===== src/rtl/rr_encoder_pkg.sv =====
// rtl/rr_encoder_pkg.sv - shared constants and types for the round-robin 4:2 encoder
//
// Purpose: single source for requester count, index width, the vector/index
// typedefs and a one-hot helper used by the encoder and its priority stage.
// Ports: none (package).
package rr_encoder_pkg;

  localparam int N_REQ = 4;
  localparam int IDX_W = 2;

  typedef logic [N_REQ-1:0] req_vec_t;
  typedef logic [IDX_W-1:0] idx_t;

  // One-hot vector with only bit `idx` set.
  function automatic req_vec_t onehot(input idx_t idx);
    req_vec_t v;
    v = '0;
    v[idx] = 1'b1;
    return v;
  endfunction

endpackage


===== src/rtl/pri_encoder4x2.sv =====
// rtl/pri_encoder4x2.sv - rotating-priority 4:2 encoder (combinational)
//
// Purpose: pick the first pending requester starting at the priority pointer
// and wrapping upward, and report its index.
// Ports:
//   req_i  request vector, bit i set means requester i is pending
//   ptr_i  highest-priority requester index
//   sel_o  index of the selected requester (don't-care when any_o=0)
//   any_o  at least one request is pending
module pri_encoder4x2
  import rr_encoder_pkg::*;
(
  input  req_vec_t req_i,
  input  idx_t     ptr_i,
  output idx_t     sel_o,
  output logic     any_o
);

  // Rotated view: rot[k] is requester (ptr + k) mod 4, so rot[0] is the
  // highest-priority slot and a plain lowest-bit search gives the winner.
  req_vec_t rot;
  idx_t     off;

  always_comb begin
    rot = req_i;
    unique case (ptr_i)
      2'd0: rot = req_i;
      2'd1: rot = {req_i[0],   req_i[3:1]};
      2'd2: rot = {req_i[1:0], req_i[3:2]};
      2'd3: rot = {req_i[2:0], req_i[3]};
      default: rot = req_i;
    endcase
  end

  // Scan from the top down so the lowest set offset is the one that sticks.
  always_comb begin
    off = '0;
    for (int k = N_REQ - 1; k >= 0; k--) begin
      if (rot[k]) off = idx_t'(k);
    end
  end

  // Rotate back: offset is relative to ptr, modulo-4 add restores the index.
  assign sel_o = ptr_i + off;
  assign any_o = |req_i;

endmodule


===== src/rtl/rr_encoder4x2.sv =====
// rtl/rr_encoder4x2.sv - registered round-robin 4:2 encoder with valid/ready output
//
// Purpose: fairly select one of four requesters, grant it (one-hot,
// combinational) and present its 2-bit index on a registered valid/ready port.
// Ports:
//   clk        rising-edge clock
//   reset      synchronous, active-high reset
//   req        request vector; requesters hold until they see their grant bit
//   out_ready  downstream accepts out_idx this cycle
//   out_valid  out_idx holds a valid selection
//   out_idx    encoded index of the granted requester
//   grant      one-hot grant, high in the cycle the request is captured
//   ptr        current round-robin priority pointer
module rr_encoder4x2
  import rr_encoder_pkg::*;
#(
  parameter int N_REQ_P = N_REQ,
  parameter int IDX_W_P = IDX_W
) (
  input  logic     clk,
  input  logic     reset,
  input  req_vec_t req,
  input  logic     out_ready,
  output logic     out_valid,
  output idx_t     out_idx,
  output req_vec_t grant,
  output idx_t     ptr
);

  // The datapath is hard-wired for four requesters; catch a wrong override.
  if (N_REQ_P != 4 || IDX_W_P != 2) begin : g_param_check
    $error("rr_encoder4x2 supports only N_REQ=4, IDX_W=2");
  end

  logic out_valid_q, out_valid_d;
  idx_t out_idx_q,   out_idx_d;
  idx_t ptr_q,       ptr_d;

  idx_t sel;
  logic any;
  logic load_en;

  pri_encoder4x2 u_pri (
    .req_i (req),
    .ptr_i (ptr_q),
    .sel_o (sel),
    .any_o (any)
  );

  // Output register is empty or being drained this cycle. Selection is made
  // from the live req, so a stall never leaves a stale choice behind.
  assign load_en = !reset && (!out_valid_q || out_ready);

  always_comb begin
    grant       = '0;
    out_valid_d = out_valid_q;
    out_idx_d   = out_idx_q;
    ptr_d       = ptr_q;
    if (load_en) begin
      if (any) begin
        grant       = onehot(sel);
        out_valid_d = 1'b1;
        out_idx_d   = sel;
        ptr_d       = sel + 2'd1;
      end else begin
        // Nothing to capture: drop valid, keep the last index and pointer.
        out_valid_d = 1'b0;
      end
    end
  end

  always_ff @(posedge clk) begin
    if (reset) begin
      out_valid_q <= 1'b0;
      out_idx_q   <= '0;
      ptr_q       <= '0;
    end else begin
      out_valid_q <= out_valid_d;
      out_idx_q   <= out_idx_d;
      ptr_q       <= ptr_d;
    end
  end

  assign out_valid = out_valid_q;
  assign out_idx   = out_idx_q;
  assign ptr       = ptr_q;

  a_grant_onehot0 : assert property (@(posedge clk) $onehot0(grant));

  a_grant_needs_load : assert property (@(posedge clk) (grant != '0) |-> load_en);

  a_idx_stable_stall : assert property (@(posedge clk) disable iff (reset)
    (out_valid_q && !out_ready) |=> $stable(out_idx_q));

endmodule


===== config.mk =====
export PLATFORM = sky130hd
export DESIGN_NAME = rr_encoder4x2
export DESIGN_NICKNAME = d
export VERILOG_FILES = /design/src/rtl/rr_encoder_pkg.sv /design/src/rtl/pri_encoder4x2.sv /design/src/rtl/rr_encoder4x2.sv
export SDC_FILE = /design/constraint.sdc
export NUM_CORES = 1
export LEC_CHECK = 0
export CAP_MARGIN = 25
export CORE_UTILIZATION = 24
export CTS_CLUSTER_DIAMETER = 40
export DETAILED_ROUTE_END_ITERATION = 8
export GPL_ROUTABILITY_DRIVEN = 0
export SYNTH_ARGS = -nofsm -noshare
export SYNTH_HDL_FRONTEND = slang
export SYNTH_SLANG_ARGS = --single-unit

===== constraint.sdc =====
create_clock -name clk -period 7.6 [get_ports clk]
set_input_delay 1.52 -clock clk [delete_from_list [all_inputs] [get_ports clk]]
set_output_delay 1.52 -clock clk [all_outputs]
set_load 0.02 [all_outputs]

==> results_dict.tcl <==
set metrics [dict create \
    rows 16 \
    async_reset_ff_frac 0 \
    io_buffers 15 \
    tns_ns 0 \
    ant_nets 0 \
    yosysSeqAreaShare 0.197 \
    slowest_delay_ns 0.65 \
    worstPathBufferInverterCount 2 \
    hold-path-endpoint "out_idx[0]" \
    synth_nets 68 \
    ys_types 32 \
    clk_latency_ns 0.24 \
    first_global_vias 353 \
    cp_max_fo 8 \
    crit_cells 9 \
    drc 0 \
    holdWs_ns 0.461 \
    ys_seq_elements 5 \
    final.min_clock_period_ns 5.73 \
    fin_ws_ns 1.87 \
    nets 83 \
    drtPass1Iterations 3 \
    fmax_mhz 174 \
    cts_hold_buf 0 \
    grt_max_degree 13 \
    cp-start-kind "input pin" \
    cts_resized 0 \
    ir_drop_uv 81.0 \
    clock-sinks 5 \
    r2r-start "ptr[0]" \
    path_cells "clkdlybuf4s50_1 -> nor2_1 -> or4_1 -> o2111ai_1 -> ha_1 -> xor2_1 -> xnor2_2 -> nor3b_2 -> clkdlybuf4s50_1" \
    routed_via_density 4.60 \
    timing.rr.end "ptr[1]" \
    areaGrowthSynthToFinish_pct 32.3 \
    leakage_nw 0.237 \
    cp_data_arrival_time_ns 4.21 \
    pre_cts_slack_ns 1.84 \
    layout-drive-gt1-share 0.216 \
    grt_first_pass_wirelength_um 1550 \
    reg2reg_depth 8 \
    cts_tree "built" \
    critPathKind "input pin to output port" \
    clk_pin_slew_ns 0.05 \
    dieHeight_um 48.0 \
    n_fill_cell 206 \
    grt_antenna_before_repair 0 \
    grt_overflow_total 0 \
    stdcell_area_um2 672 \
    drt-total-wl_um 986 \
    hold_viol_final 0 \
    wl_per_cell_um 9.76 \
    fin_crit_sh 0.755 \
    path_delay_family "buffers and inverters" \
    cts_setup_buffers 0 \
    initial_core_util 0.256 \
    clock-skew-final_ns 0.00342 \
    antennaDiodeCount 0 \
    drtIter0Drc 11 \
    rrSetupSlack_ns 5.41 \
    ioPinCount 16 \
    worst_slew_margin_rel 0.702 \
    cts.path.max_buffers 2 \
    worstPathRequired_ns 6.08 \
    placed_cell_area_um2 646 \
    cts-root-buf "clkbuf_4" \
    worst_pin_slew_ns 0.447 \
    syn-cell-area_um2 508 \
    synth_ff_type "dfxtp_1" \
    crit_path_end_kind "output port" \
    layout_common_cells "15 x clkdlybuf4s50_1, 10 x nor2_1, 6 x nand2_1" \
    dieArea_mm2 0.00230 \
    final-setup-viol-count 0 \
    holdPathStages 2 \
    core_area_mm2 0.00198 \
    synth_edf_count 0 \
    hp-start "out_idx[0]" \
    vias 465 \
    power_w 0.000166 \
    crit_path_frequent_cell "clkdlybuf4s50_1" \
    cts-buffers-inserted 3 \
    maxCapViolations 0 \
    hp-class "flip-flop to flip-flop" \
    cts_htree_levels 1 \
    syn_inst 60 \
    grtUsageTotal 0.0995 \
    synth.avg_cell_area_um2 8.47 \
    final_common_cell "clkdlybuf4s50_1" \
    powerDensity_mw_per_mm2 246 \
    status "completed" \
    rsz0062_at_grt "false" \
    dieWidth_um 48.0 \
    yosysWarnings 0 \
    slew_violations 0 \
    hpwl_um 776 \
    cpMaxStageDelayCell "clkdlybuf4s50_1" \
]
-- synth_stat cells, drive strengths merged, types with 2 or more instances --
cell	number	area (um^2)
nor2	10	37.5
nand2	7	28.8
a21oi	5	32.5
buf	5	46.3
dfxtp	5	100
nand2b	3	26.3
nor3	3	20.0
inv	2	7.51
nor3b	2	25.0
nor4	2	25.0
xor2	2	17.5
-- registers in the layout, summed over array words and instances, names as in the netlist --
signal     flops
out_idx        2
ptr            2
out_valid      1
-- metal layers --
metal / vias up / wire length [um] / GRT usage
li1: 238 / - / -
met1: 209 / 505 / 0.129
met2: 16 / 417 / 0.138
met3: 2 / 51 / 0.0453
met4: 0 / 12 / 0.0500
met5: - / 0 / 0
-- final cells by class --
type	count	area, um^2	area share
multi-input cells	48	354	0.527
well taps	27	33.8	0.0503
repair buffers	15	150	0.223
flip-flops and latches	5	100	0.149
inverters	2	7.51	0.0112
clock buffers	4	26.3	0.0391
-- through the flow --
stage               instances  utilization
floorplan                  60            -
global placement           97        0.326
detailed placement         97        0.326
CTS                       101        0.339
global route              101        0.339
finish                    101        0.339
-- kinds of logic after synthesis --
kind of cell | count (synthesis) | share of synthesized area
AO/OA/AOI/OAI | 12 | 0.200
AND/OR/NAND/NOR | 31 | 0.387
XOR/XNOR | 3 | 0.0665
adder cells (fa/ha/maj) | 1 | 0.0246
multiplexers | 1 | 0.0197
flip-flops | 5 | 0.197
buffers and inverters | 7 | 0.106
-- worst max-delay path by stage --
| stage | start | endpoint | slack [ns] |
|---|---|---|---|
| 3_3_place_gp | req[1] | grant[0] | 1.89 |
| 6_report | req[1] | grant[0] | 1.87 |
| 3_5_place_dp | req[1] | grant[0] | 1.84 |
| 4_1_cts | req[1] | grant[0] | 1.84 |
| 5_1_grt | req[1] | grant[0] | 1.68 |
| 2_1_floorplan | req[0] | grant[2] | 2.79 |
-- power by group --
group | total, W | internal, W | leakage (nW) | switching (W)
Clock | 0.0000312 | 0.0000199 | 0.0150 | 0.0000113
Sequential | 0.0000424 | 0.0000314 | 0.0415 | 0.0000110
Combinational | 0.0000919 | 0.0000456 | 0.181 | 0.0000462
Total | 0.000166 | 0.0000969 | 0.237 | 0.0000686
-- worst register-to-register path, delay by kind of cell (launching register included) --
| kind | cells | cell delay (ns) |
|---|---|---|
| flops | 1 | 0.59 |
| simple gates | 2 | 0.27 |
| mux | 1 | 0.19 |
| xor+xnor | 1 | 0.20 |
| fa+ha+maj | 1 | 0.39 |
| compound gates | 3 | 0.49 |
Power figures use the tool's default switching activity.
